### src/rtl/lzc_pipelined.sv
// lzc_pipelined
//   Pipelined leading/trailing zero counter for normaliser and priority-select
//   paths. A binary reduction tree of COUNT levels finds the first set bit;
//   register stages are spread evenly through the tree so wide operands still
//   close timing. Trailing-zero mode bit-reverses the operand in front of the
//   same tree.
//
// Parameters
//   WIDTH       operand width, power of two, >= 2
//   COUNT       $clog2(WIDTH), derived, do not override
//   PIPE_STAGES number of register stages, 0..COUNT (0 = combinational)
//   TAG_W       sideband tag width, >= 1
//
// Ports
//   clk, rst                 rising-edge clock, asynchronous active-high reset
//   in_valid/in_ready        operand handshake
//   in_data, in_mode, in_tag operand, 0 = leading / 1 = trailing, sideband tag
//   out_valid/out_ready      result handshake
//   out_count                zero count 0..WIDTH
//   out_zero                 operand was all zeros
//   out_tag                  tag travelling with this result
//
// Handshake: a transfer happens on a rising edge where valid & ready are both
// high. valid never depends on ready. The whole pipe moves on one enable,
// advance = ~out_valid | out_ready, which is also in_ready; empty slots shift
// like full ones, so a stalled result holds its outputs stable and nothing is
// accepted until downstream takes it.
module lzc_pipelined #(
  parameter int WIDTH       = 16,
  parameter int COUNT       = $clog2(WIDTH),
  parameter int PIPE_STAGES = 2,
  parameter int TAG_W       = 4
) (
  input  logic             clk,
  input  logic             rst,
  input  logic             in_valid,
  output logic             in_ready,
  input  logic [WIDTH-1:0] in_data,
  input  logic             in_mode,
  input  logic [TAG_W-1:0] in_tag,
  output logic             out_valid,
  input  logic             out_ready,
  output logic [COUNT:0]   out_count,
  output logic             out_zero,
  output logic [TAG_W-1:0] out_tag
);

  // Elaboration guards on the parameter space.
  if (!((WIDTH >= 2) && ((WIDTH & (WIDTH - 1)) == 0))) begin : g_bad_width
    $fatal(1, "lzc_pipelined: WIDTH must be a power of two >= 2");
  end
  if (COUNT != $clog2(WIDTH)) begin : g_bad_count
    $fatal(1, "lzc_pipelined: COUNT must equal $clog2(WIDTH)");
  end
  if ((PIPE_STAGES < 0) || (PIPE_STAGES > COUNT)) begin : g_bad_stages
    $fatal(1, "lzc_pipelined: PIPE_STAGES must be in 0..COUNT");
  end
  if (TAG_W < 1) begin : g_bad_tag
    $fatal(1, "lzc_pipelined: TAG_W must be >= 1");
  end

  // A register follows tree level round(COUNT*s/PIPE_STAGES) for s = 1..PIPE_STAGES.
  // Rounding is half-up in integer form; since PIPE_STAGES <= COUNT the
  // chosen levels are always distinct and the last one is level COUNT.
  function automatic bit is_stage(input int level);
    bit hit;
    hit = 1'b0;
    for (int s = 1; s <= PIPE_STAGES; s++) begin
      if (((2 * COUNT * s) + PIPE_STAGES) / (2 * PIPE_STAGES) == level) hit = 1'b1;
    end
    return hit;
  endfunction

  logic advance;

  if (PIPE_STAGES == 0) begin : g_comb_hs
    assign advance = out_ready;
  end else begin : g_pipe_hs
    assign advance = ~out_valid | out_ready;
  end
  assign in_ready = advance;

  // Trailing-zero mode: reverse the operand so the tree always scans from the top.
  logic [WIDTH-1:0] tree_in;
  always_comb begin
    tree_in = '0;
    for (int i = 0; i < WIDTH; i++) begin
      tree_in[i] = in_mode ? in_data[WIDTH-1-i] : in_data[i];
    end
  end

  // Level lvl holds WIDTH>>lvl nodes. Each node covers 2**lvl operand bits and
  // carries z (all bits zero) plus an lvl-bit leading-zero count that is only
  // meaningful when z = 0. Node i's children at the level below are 2i (low
  // half) and 2i+1 (high half).
  for (genvar lvl = 1; lvl <= COUNT; lvl++) begin : g_lvl
    localparam int N = WIDTH >> lvl;

    logic [N-1:0]     z_c;
    logic [N-1:0]     z_o;
    logic [N*lvl-1:0] c_c;
    logic [N*lvl-1:0] c_o;
    logic             v_i;
    logic             v_o;
    logic [TAG_W-1:0] t_i;
    logic [TAG_W-1:0] t_o;

    if (lvl == 1) begin : g_leaf
      assign v_i = in_valid;
      assign t_i = in_tag;
      always_comb begin
        z_c = '0;
        c_c = '0;
        for (int i = 0; i < N; i++) begin
          z_c[i] = ~(tree_in[2*i+1] | tree_in[2*i]);
          c_c[i] = ~tree_in[2*i+1];
        end
      end
    end else begin : g_node
      logic [2*N-1:0]         pz;
      logic [2*N*(lvl-1)-1:0] pc;
      assign pz  = g_lvl[lvl-1].z_o;
      assign pc  = g_lvl[lvl-1].c_o;
      assign v_i = g_lvl[lvl-1].v_o;
      assign t_i = g_lvl[lvl-1].t_o;
      // If the high half is all zero, the count is half-width plus the low
      // half's count; otherwise it is the high half's count.
      always_comb begin
        z_c = '0;
        c_c = '0;
        for (int i = 0; i < N; i++) begin
          z_c[i] = pz[2*i+1] & pz[2*i];
          c_c[i*lvl +: lvl] = pz[2*i+1] ? {1'b1, pc[(2*i)*(lvl-1) +: lvl-1]}
                                        : {1'b0, pc[(2*i+1)*(lvl-1) +: lvl-1]};
        end
      end
    end

    if (is_stage(lvl)) begin : g_reg
      always_ff @(posedge clk or posedge rst) begin
        if (rst) begin
          v_o <= 1'b0;
          z_o <= '0;
          c_o <= '0;
          t_o <= '0;
        end else if (advance) begin
          v_o <= v_i;
          z_o <= z_c;
          c_o <= c_c;
          t_o <= t_i;
        end
      end
    end else begin : g_pass
      assign v_o = v_i;
      assign z_o = z_c;
      assign c_o = c_c;
      assign t_o = t_i;
    end
  end

  logic             root_z;
  logic [COUNT-1:0] root_c;

  assign root_z    = g_lvl[COUNT].z_o;
  assign root_c    = g_lvl[COUNT].c_o;
  assign out_valid = g_lvl[COUNT].v_o;
  assign out_tag   = g_lvl[COUNT].t_o;
  assign out_zero  = root_z;
  // All-zero operand reports WIDTH, i.e. only the MSB of out_count set.
  assign out_count = root_z ? (COUNT+1)'(WIDTH) : {1'b0, root_c};

endmodule

### config.mk
export PLATFORM = sky130hd
export DESIGN_NAME = lzc_pipelined
export DESIGN_NICKNAME = d
export VERILOG_FILES = /design/src/rtl/lzc_pipelined.sv
export SDC_FILE = /design/constraint.sdc
export NUM_CORES = 1
export LEC_CHECK = 0
export CORE_MARGIN = 1.5
export CORE_UTILIZATION = 23
export CTS_CLUSTER_SIZE = 14
export DETAILED_ROUTE_END_ITERATION = 10
export SLEW_MARGIN = 0
export SYNTH_ARGS = -nofsm -noshare
export SYNTH_HDL_FRONTEND = slang
export SYNTH_SLANG_ARGS = --single-unit
### constraint.sdc
create_clock -name clk -period 1.4 [get_ports clk]
set_clock_uncertainty 0.1 [all_clocks]
set_input_delay 0.28 -clock clk [delete_from_list [all_inputs] [get_ports clk]]
set_output_delay 0.28 -clock clk [all_outputs]
set_load 0.02 [all_outputs]
# Word level (Yosys, flattened, before mapping)
# Cells that the tools add are included.
dict set report classes {
  add_sub_neg 0
  n_mul 0
  n_div 0
  n_lt_le_gt_ge 0
  n_eq_ne 0
  n_shift 0
  mux 24
  bitwise_logic 33
  reduce_logical 0
}
# operator n
set op_table {}
lappend op_table {{$not A1 Y1} 17}
lappend op_table {{$mux W1} 16}
lappend op_table {{$or A1 B1 Y1} 9}
lappend op_table {{$mux W2} 4}
lappend op_table {{$and A1 B1 Y1} 7}
lappend op_table {{$mux W3} 2}
lappend op_table {{$mux W5} 1}
lappend op_table {{$mux W4} 1}
dict set report totals {
  regBits 27
  latchBits 0
  ramBits 0
  rom_bits 0
  input_bits 25
  output_inout_bits 12
  wordCells 65
  mem_count 0
}

# Depth between registers and ports, before layout
dict set report logic_depth {
  word_depth 4
  ltp_mapped 6
  ltp_nobuf 4
}

# Worst setup path before layout
# OpenSTA, ideal clock, no wires.
dict set report synth_path {
  path_kind {reg2out}
  startpoint {register g_lvl[4].v_o, in the netlist out_valid}
  endpoint {output port in_ready}
  arrival_time_ns 0.899
  required_ns 1.020
  setup_slack_ns 0.121
  path_stages_with_launch 5
  path_cell_list {dfrtp_1 -> nor2b_4 -> buf_6 -> inv_6 -> buf_6}
}
dict set report synth_between {
  elab_chain_cells 2
}
# item line_no
set synth_rtl {}
lappend synth_rtl {{start: declaration} 104} ;# logic v_o;
lappend synth_rtl {{start signal: assignment} 147} ;# v_o <= v_i;
lappend synth_rtl {{$not A1 Y1} 79} ;# assign advance = ~out_valid | out_ready;
lappend synth_rtl {{$or A1 B1 Y1} 79}
lappend synth_rtl {{end: declaration} 37} ;# output logic in_ready,
# Every way passes these cells.

# Worst setup path in the final report
dict set report layout_path {
  startpoint {register g_lvl[4].z_o, in the netlist out_zero}
  endpoint {output port out_count[2]}
}
dict set report layout_between {
  elab_chain_cells 1
}
# item line_no
set layout_rtl {}
lappend layout_rtl {{start: declaration} 100} ;# logic [N-1:0] z_o;
lappend layout_rtl {{start signal: assignment} 148} ;# z_o <= z_c;
lappend layout_rtl {{$mux W5} 170} ;# assign out_count = root_z ? (COUNT+1)'(WIDTH) : {1'b0, root_c};
lappend layout_rtl {{end: declaration} 43} ;# output logic [COUNT:0] out_count,
# Every way passes these cells.

==> summary.md <==
| Metric | Value |
|---|---|
| Root Buffer | clkbuf_8 |
| Clk_lat worst skew | 0.27 ns |
| Hold Vio Cnt, Final | 0 |
| Slew HR | 79.7% |
| Register area share after synthesis | 47.8% |
| Post-synth EDFFs | 0 |
| RSZ-0062 raised after global routing | true |
| FF-to-FF End | g_lvl[4].c_o[1] |
| Worst min path class | in2async |
| Vias in the first global route | 1114 |
| P_leak | 0.902 nW |
| Asr flop ratio synth | 100% |
| Htree depth | 1 |
| Worst setup margin | -0.142 ns |
| Area share of the largest cell type after synthesis | 47.8% |
| Layout filler cell count | 638 |
| Routed Antenna Nets | 0 |
| Synth Warn # | 0 |
| I/O pin count | 37 |
| Max Cap Violations | 0 |
| Largest net degree at the start of global routing | 34 |
| Worst Setup End Kind | primary output |
| Core ar. | 0.00592 mm² |
| VDD IR max | 0.000394 V |
| Syn_nets | 183 |
| Setup TNS | -0.459 ns |
| Cell Pwr Density | 949 mW/mm² |
| Remaining DRCs | 0 |
| Chip height | 81.4 µm |
| DRT Pass-1 Iters | 4 |
| Total placed cells including tap cells | 271 |
| CTS Buf Count | 3 |
| Port Buffers | 36 |
| Starting density of the core | 23.9% |
| Post-synth top cells | nand2_1, dfrtp_1, nor2_1 |
| CTS Buffer Depth | 2 |
| Worst-Margin Slew | 0.304 ns |
| Post-Place Worst Slack | -0.484 ns |
| Cell count after synthesis | 158 |
| Synth Register Bits | 27 |
| Count leader, synth | nand2_1 |
| Avg Cell Area, Syn | 8.94 µm² |
| DIE AREA | 0.00662 mm² |
| Worst-path fanout max | 4 |
| Failing checks | setup timing |
| Area after DPL | 0.00188 mm² |
| # diodes | 0 |
| Std cell rows | 28 |
| Gr ovfl total | 0 |
| Via count | 1174 |
| CP Class | reg2out |
| Highest clock rate | 648 MHz |
| Synth area leaders | dfrtp_1, nand2_1, nand2b_1 |
| Non-Filler Instances | 281 |
| Minimum clock period | 1.54 ns |
| NumNets Final | 232 |
| CTS hold repair buffers | 0 |
| Synthesized area | 0.00141 mm² |
| Post-synth top area cell | dfrtp_1 |
| Initial antenna violation count | 0 |
| Share of layout cells above drive strength 1 | 18.9% |
| Worst path arrival time | 1.16 ns |
| Clock slew at reported path FFs | 0.09 ns |
| Vias per cell | 4.18 |
| Final Max Slew Viols | 0 |
| Synthesis-to-layout area growth | 39.0% |
| Final setup viols | 6 |
| Final instance area | 0.00196 mm² |
| R2R cell count | 4 |
| Hpwl dp | 2140 µm |
| Iter 0 DRT Violations | 101 |
| Gp weighted congestion | 0.801 |
| Startpoint class of the critical path | register |
| Post-synth top flop | dfrtp_1 |
| Final Util | 33.2% |
| Overall routing resource usage | 9.74% |
| Distinct cells, synth | 25 |
| Die width | 81.4 µm |
| Worst R2R Setup Slack | 0.11 ns |
| First-pass GRT wire length | 5020 µm |
| Status | complete, but fails checks |
| Req. time, crit path | 1.02 ns |
| Crit share post-route | 110% |
| Clock sinks | 27 |
| Total Wirelength | 2930 µm |
| Wire per inst | 10.4 µm |
| CTS tree | done |
| Worst r2r src | out_valid |
report_power, final:
group	leakage, nW	switching (mW)	internal (mW)
Sequential	0.340	0.0541	0.876
Combinational	0.536	0.249	0.241
Clock	0.0255	0.244	0.200
state kept, by name, summed over array words and instances, names as in the netlist:
name,cells
g_lvl.c_o,12
g_lvl.t_o,4
g_lvl.v_o,1
g_lvl.z_o,4
out_tag,4
out_valid,1
out_zero,1
layer usage:
layer  track usage, %  share of wire [%]
met1             12.9                 50
met2             15.2                 46
met3             1.12                3.0
met4             5.69                1.5
met5                0                  0
how the worst max path moves through the flow:
stage | slack (ns) | to | start
2_1_floorplan | 0.12 | in_ready | out_valid
3_3_place_gp | -0.47 | in_ready | out_ready
3_5_place_dp | -0.48 | in_ready | out_ready
4_1_cts | -0.16 | out_count[2] | out_zero
5_1_grt | -0.20 | out_count[2] | out_zero
6_report | -0.14 | out_count[2] | out_zero
layout by cell type, fill, tap and decap left out, drive strengths merged:
cell type and instances:
o21ai 11, clkdlybuf4s15 2, nand3 4, buf 26
mux2 2, a31oi 2, nor2b 5, clkinv 1
nor3 4, clkbuf 3, dfrtp 27, nand4 1
nand2 38, mux2i 4, dlygate4sd2 2, inv 8
o31ai 1, clkdlybuf4s50 23, a32oi 4, dlymetal6s2s 1
nor4 4, nor2 14, a21oi 10, nand2b 9
worst max-delay path: stages (launching register included):
cell and delay (ns):
dfrtp_1 0.40, buf_6 0.13, buf_6 0.10, nor2b_1 0.10, buf_4 0.15
logic make-up after synthesis:
logic type	share of synthesized area, %
DFF	47.8
AOI/OAI and AO/OA	11.3
muxes	4.43
and+or+nand+nor	27.4
buffers and inverters	9.03
timing repair:
action	in CTS	in global routing
endpoints found under the setup margin	12	15
hold endpoints to repair	0	0
buffers inserted	3	3
cloned	0	0
gates resized for setup	42	8
cell type report:
type	count	area, µm²	share of cell area (%)
multi-input cells	113	617	31.4
clock buffers	3	41.3	2.10
clock inverters	1	5.00	0.255
inverters	8	35.0	1.78
repair buffers	54	495	25.2
well taps	75	93.8	4.78
flip-flops and latches	27	676	34.4
stage by stage:
stage	power (mW)	hold WS, ns
2_1_floorplan	1.23	0.233
6_report	1.86	0.228
5_1_grt	1.99	0.255
3_3_place_gp	1.45	0.342
4_1_cts	1.87	0.238
3_5_place_dp	1.46	0.347
Power figures use the tool's default switching activity.
